$ cat config.mk
export PLATFORM = sky130hd
export DESIGN_NAME = cap_seq
export DESIGN_NICKNAME = d
export VERILOG_FILES = /design/src/rtl/cap_seq.sv
export SDC_FILE = /design/constraint.sdc
export NUM_CORES = 1
export LEC_CHECK = 0
export ABC_AREA = 1
export CORE_AREA = 2 2 99 73
export CTS_BUF_LIST = sky130_fd_sc_hd__clkbuf_16
export DETAILED_ROUTE_END_ITERATION = 16
export DIE_AREA = 0 0 101 75
export GPL_ROUTABILITY_DRIVEN = 0
export PLACE_DENSITY = 0.68
export SETUP_SLACK_MARGIN = 0.3
export SKIP_CTS_REPAIR_TIMING = 1
export SLEW_MARGIN = 20
export SYNTH_ARGS = -nofsm -noshare
export SYNTH_HDL_FRONTEND = slang
export SYNTH_SLANG_ARGS = --single-unit
$ cat constraint.sdc
create_clock -name pclk -period 1.9 [get_ports pclk]
set_clock_uncertainty 0.2 [all_clocks]
set_input_delay 0.38 -clock pclk [delete_from_list [all_inputs] [get_ports pclk]]
set_output_delay 0.38 -clock pclk [all_outputs]
set_load 0.01 [all_outputs]
$ cat src/rtl/cap_seq.sv
// Purpose : camera capture sequencer; arms on start, aligns to the next vsync fall, gates N whole frames.
// Latency : cap_en_o/sof_o/eol_o are registered, 1 pclk after the href_i sample; done pulses 1 pclk after vsync rise.
// Backpr. : no stall path; a pixel seen while fifo_full_i=1 is dropped (cap_en_o=0) and err_ovf_o is set.
//
// Ports: pclk/rst_n (sync, active low); start_i/abort_i one-cycle requests; num_frames_i frames per run
// (0 = continuous, sampled on accepted start); vsync_i/href_i camera timing; fifo_full_i downstream full.
// Outputs: cap_en_o/sof_o/eol_o pixel strobes; busy_o; frame_done_o/run_done_o pulses; frames_o count;
// sticky err_hlen_o/err_vlen_o/err_ovf_o/err_tmo_o.
// Build option: define CAP_SEQ_TIMEOUT_EN to add the ARM/CAP watchdog (limit TIMEOUT_CYC pclk cycles).
module cap_seq #(
    parameter int H_ACTIVE    = 640,
    parameter int V_ACTIVE    = 480,
    parameter int FRM_W       = 8,
    parameter int TIMEOUT_CYC = 2000000
) (
    input  logic             pclk,
    input  logic             rst_n,
    input  logic             start_i,
    input  logic             abort_i,
    input  logic [FRM_W-1:0] num_frames_i,
    input  logic             vsync_i,
    input  logic             href_i,
    input  logic             fifo_full_i,
    output logic             cap_en_o,
    output logic             sof_o,
    output logic             eol_o,
    output logic             busy_o,
    output logic             frame_done_o,
    output logic             run_done_o,
    output logic [FRM_W-1:0] frames_o,
    output logic             err_hlen_o,
    output logic             err_vlen_o,
    output logic             err_ovf_o,
    output logic             err_tmo_o
);
    // Counters are sized to hold one count past the nominal geometry so an
    // overlong line/frame is still distinguishable before saturating.
    localparam int PW = $clog2(H_ACTIVE + 2);
    localparam int LW = $clog2(V_ACTIVE + 2);

    localparam logic [1:0] IDLE  = 2'd0;
    localparam logic [1:0] ARM   = 2'd1;
    localparam logic [1:0] CAP   = 2'd2;
    localparam logic [1:0] DRAIN = 2'd3;

    logic [1:0]       state;
    logic             vsync_d1;
    logic             href_d1;
    logic [PW-1:0]    pix_cnt;
    logic [LW-1:0]    line_cnt;
    logic [FRM_W-1:0] num_frames;

    logic             vsync_fall;
    logic             vsync_rise;
    logic             href_fall;
    logic             pix_take;
    logic [FRM_W-1:0] frames_nxt;

    assign vsync_fall = vsync_d1 & ~vsync_i;
    assign vsync_rise = ~vsync_d1 & vsync_i;
    assign href_fall  = href_d1 & ~href_i;
    // DRAIN keeps enabling pixels so an aborted line is delivered whole.
    assign pix_take   = href_i & ((state == CAP) | (state == DRAIN));
    assign frames_nxt = frames_o + FRM_W'(1);
    assign busy_o     = (state != IDLE);

`ifdef CAP_SEQ_TIMEOUT_EN
    localparam int WW = $clog2(TIMEOUT_CYC + 1);
    logic [WW-1:0] wd_cnt;
`else
    // Constant 0: the limit only matters when the watchdog is built.
    assign err_tmo_o = (TIMEOUT_CYC < 0);
`endif

    always_ff @(posedge pclk) begin
        if (!rst_n) begin
            state        <= IDLE;
            vsync_d1     <= 1'b0;
            href_d1      <= 1'b0;
            pix_cnt      <= '0;
            line_cnt     <= '0;
            num_frames   <= '0;
            frames_o     <= '0;
            cap_en_o     <= 1'b0;
            sof_o        <= 1'b0;
            eol_o        <= 1'b0;
            frame_done_o <= 1'b0;
            run_done_o   <= 1'b0;
            err_hlen_o   <= 1'b0;
            err_vlen_o   <= 1'b0;
            err_ovf_o    <= 1'b0;
`ifdef CAP_SEQ_TIMEOUT_EN
            err_tmo_o    <= 1'b0;
            wd_cnt       <= '0;
`endif
        end else begin
            vsync_d1     <= vsync_i;
            href_d1      <= href_i;
            cap_en_o     <= 1'b0;
            sof_o        <= 1'b0;
            eol_o        <= 1'b0;
            frame_done_o <= 1'b0;
            run_done_o   <= 1'b0;

            // Pixel strobes; a dropped pixel still advances the pixel count
            // so the line-length check is unaffected by backpressure.
            if (pix_take) begin
                if (pix_cnt != '1) pix_cnt <= pix_cnt + PW'(1);
                if (fifo_full_i) begin
                    err_ovf_o <= 1'b1;
                end else begin
                    cap_en_o <= 1'b1;
                    sof_o    <= (pix_cnt == '0) && (line_cnt == '0);
                    eol_o    <= (pix_cnt == PW'(H_ACTIVE - 1));
                end
            end

            case (state)
                IDLE: begin
                    if (start_i && !abort_i) begin
                        state      <= ARM;
                        num_frames <= num_frames_i;
                        frames_o   <= '0;
                        err_hlen_o <= 1'b0;
                        err_vlen_o <= 1'b0;
                        err_ovf_o  <= 1'b0;
`ifdef CAP_SEQ_TIMEOUT_EN
                        err_tmo_o  <= 1'b0;
`endif
                    end
                end
                ARM: begin
                    if (abort_i) begin
                        state <= IDLE;
                    end else if (vsync_fall) begin
                        state    <= CAP;
                        pix_cnt  <= '0;
                        line_cnt <= '0;
                    end
                end
                CAP: begin
                    if (href_fall) begin
                        if (pix_cnt != PW'(H_ACTIVE)) err_hlen_o <= 1'b1;
                        if (line_cnt != '1) line_cnt <= line_cnt + LW'(1);
                        pix_cnt <= '0;
                    end
                    // Abort takes precedence over a coincident frame end:
                    // an aborted run never reports completion.
                    if (abort_i) begin
                        state <= DRAIN;
                    end else if (vsync_rise) begin
                        if (line_cnt != LW'(V_ACTIVE)) err_vlen_o <= 1'b1;
                        frame_done_o <= 1'b1;
                        frames_o     <= frames_nxt;
                        if ((num_frames != '0) && (frames_nxt == num_frames)) begin
                            run_done_o <= 1'b1;
                            state      <= IDLE;
                        end else begin
                            state <= ARM;
                        end
                    end
                end
                DRAIN: begin
                    if (!href_i) state <= IDLE;
                end
                default: state <= IDLE;
            endcase

`ifdef CAP_SEQ_TIMEOUT_EN
            // Watchdog: any vsync edge proves the camera is alive.
            if ((state == ARM) || (state == CAP)) begin
                if (vsync_fall || vsync_rise) begin
                    wd_cnt <= '0;
                end else if (wd_cnt == WW'(TIMEOUT_CYC - 1)) begin
                    wd_cnt       <= '0;
                    err_tmo_o    <= 1'b1;
                    state        <= IDLE;
                    frame_done_o <= 1'b0;
                    run_done_o   <= 1'b0;
                end else begin
                    wd_cnt <= wd_cnt + WW'(1);
                end
            end else begin
                wd_cnt <= '0;
            end
`endif
        end
    end

endmodule
==> impl_results.md, run 1 <==
* Die Y at about 75 um
* Initial antenna violation count at 0
* Port Buffers at 31
* Die area at ~7600 um^2
* Req. time, crit path at around 1.9 ns
* FILL cells at roughly 540
* First-pass GRT wire length at 10810 um
* Reg2Reg Capture Point: line_cnt[7]
* Yosys warning count at 0
* Tot Pwr at around 0.0027 W
* Root Driver: clkbuf_16
* Crit path max fanout at 5
* Clock-pin slew on the worst setup and hold paths at approximately 0.06 ns
* Clk sink count at between 40 and 50
* Number of remaining DRC errors at 0
* Hold WS at about 0.28 ns
* Top-count cell post-synth: nand2_1
* Fin cells at ~540
* Most instantiated cells after synthesis: 88 x nand2_1, 50 x inv_1, 47 x dfxtp_1, 43 x nor2_1
* Initial cell density of the core at 39.26%
* Leakage power at 1.937 nW
* Fmax at slightly above 500 MHz
* Antenna diodes at 0
* Register area share after synthesis at a little over a third
* CTS tree: built
* Top cells by area, synth: dfxtp_1 36%, nand2_1 13%, inv_1 7.3%
* R2r setup slk at -0.05 ns
* DRT Pass-1 Iters at 4
* Largest net degree at the start of global routing at 15
* # IOs at 33
* Final #Nets at about 480
* Synth area leader: dfxtp_1
* Seq cells post-synth at 47
* Final Hold Vio Count at 0
* DR WL/cell at 13.76 um
* Area grow syn2layout at 58.71%
* Critical Path End Type: register
* Period utilisation layout at 102.5%
* Worst Min Path Start: pix_cnt[6]
* Reg2reg path depth at 12
* Worst R2R Start: line_cnt[1]
* Ys flop type: dfxtp_1
* Vias in the first global route at 2350
* Fin. max-slew vios at 0
* Via count at 2733
* Htree depth at 2
* Post-Synthesis Cells at between 300 and 400
* Status: finished, violations left
* Library cells used by synthesis at 37
* Die width at 101 um
* Post-layout min period at between 1.5 and 2 ns
* Post-DP HPWL at a little over 5000 um
* Max Cap Viol at 0
* Post-synth EDFFs at 0
* Kind of critical path: register to register
* GRT Total Usage at a little under a fifth
* Crit path DAT at 1.93 ns
* Peak supply drop at approximately 0.00035 V
* Syn avg cell area at a little under 7 um^2
* Pwr Density at 648.5 nW/um^2
* Total CTS buffers at 5
* Antenna Nets Post-Route at 0
* Post-Place Setup Slack at -0.2365 ns
* Async SR Flop Fraction at 0%
* Final setup violating endpoints at 6
* Number of core rows at 25
* Final WL at around 7400 um
* WHS Path Cells at 2
* Drt via density at around 5
* Final TNS setup at -0.1719 ns
* Post-synth top area share at about 36%
* Synthesized Nets at between 400 and 500
* CP Launch Type: register
* RSZ-0062 raised after global routing: true
* Failing checks: setup timing
* Fin worst setup slack at -0.04671 ns
* Post-Syn Area at between 2000 and 3000 um^2
* Hold Crit Class: register to register
* Worst skew pair latency at ~0.29 ns
* Drt first-iter violations at roughly 180
* Core ar. at 6569 um^2
* Total grt overflow at 0
* Placed Cells at 518
* Hold Crit Endpoint: eol_o
* Clock Tree Buf Depth at 2
* Layout cell share with drive strength beyond 1 at around 39%
metal layers:
| metal | routed length, um | vias to the layer above | part of all wire (%) | global-route usage (%) |
|---|---|---|---|---|
| li1 | - | 1384 | - | - |
| met4 | 76 | 0 | 1.0 | 5.105 |
| met3 | 333 | 7 | 4.5 | 3.250 |
| met5 | 0 | - | 0 | 0 |
| met2 | 3322 | 64 | 45 | 26.15 |
| met1 | 3708 | 1278 | 50 | 27.59 |
cell usage in the layout, fill, tap and decap left out, types with 11 or more instances in the layout:
cell type	count
a21oi_1	20
a21oi_2	13
buf_4	35
clkdlybuf4s50_1	11
dfxtp_1	34
dlymetal6s2s_1	19
inv_1	42
inv_2	13
nand2_1	69
nand2_2	14
nand3_1	25
nor2_1	33
nor2_4	11
metrics by stage:
step                      utilization [%]  area (um^2)
final                               62.30         4093
after global routing                62.30         4093
after CTS                           52.70         3462
after detailed placement            50.21         3298
after global placement              50.21         3298
after floorplan                         -         2678
cell families after synthesis:
kind of cell             after synthesis  share of synthesized area (%)
XOR/XNOR                               2                         0.6794
adder cells (fa/ha/maj)               10                          4.852
flip-flops                            47                          36.49
buffers and inverters                 68                          10.29
AND/OR/NAND/NOR                      192                          33.96
AO/OA/AOI/OAI                         61                          13.59
other                                  1                         0.1454
state kept, by name (all words and copies together), names as in the netlist, 2 cells and up:
name        count
pix_cnt        10
state           2
line_cnt        9
frames_o        8
num_frames      8
cell type report:
class                      count  area (um^2)  share of cell area [%]
clock buffer                   5        125.1                   3.057
clock inverter                 3        38.79                  0.9477
inverter                      62        254.0                   6.206
multi-input combinational    267         1836                   44.85
sequential                    47        972.2                   23.75
tap                           81        101.3                   2.476
timing repair buffer          76        765.7                   18.71
where the power goes:
part	leakage, nW	switching, W	internal (W)
registers	0.390	0.0000349	0.00102
logic	1.47	0.000321	0.000289
clock network	0.0812	0.000375	0.000614
how the worst max path moves through the flow:
stage / start / end / slack (ns) / depth (start not counted)
finish: line_cnt[1] / line_cnt[7] / -0.05 / 12
global route: line_cnt[0] / line_cnt[7] / -0.16 / 12
CTS: state[1] / busy_o / -0.27 / 4
detailed placement: abort_i / frames_o[1] / -0.24 / 10
global placement: abort_i / frames_o[3] / -0.18 / 10
floorplan: line_cnt[0] / line_cnt[7] / 0.04 / 12
worst max-delay path, stage by stage (launching register included):
cell	delay, ns
dfxtp_2	0.34
ha_4	0.16
nand2_4	0.06
nor3_4	0.04
inv_2	0.07
nor2_2	0.04
ha_2	0.17
o21ai_2	0.17
nand3_4	0.14
nor2_4	0.15
nand3_2	0.11
o21bai_1	0.13
a21oi_1	0.05
No activity file was read; power rests on OpenSTA's default activity.
==> run 2, diff against run 1 <==
--- a/config.mk
+++ b/config.mk
@@ -10,7 +10,6 @@
 export CTS_BUF_LIST = sky130_fd_sc_hd__clkbuf_16
 export DETAILED_ROUTE_END_ITERATION = 16
 export DIE_AREA = 0 0 101 75
-export GPL_ROUTABILITY_DRIVEN = 0
 export PLACE_DENSITY = 0.68
 export SETUP_SLACK_MARGIN = 0.3
 export SKIP_CTS_REPAIR_TIMING = 1
==> results of run 2 <==
The final DEF is identical to that of run 1; final timing and power are the same.
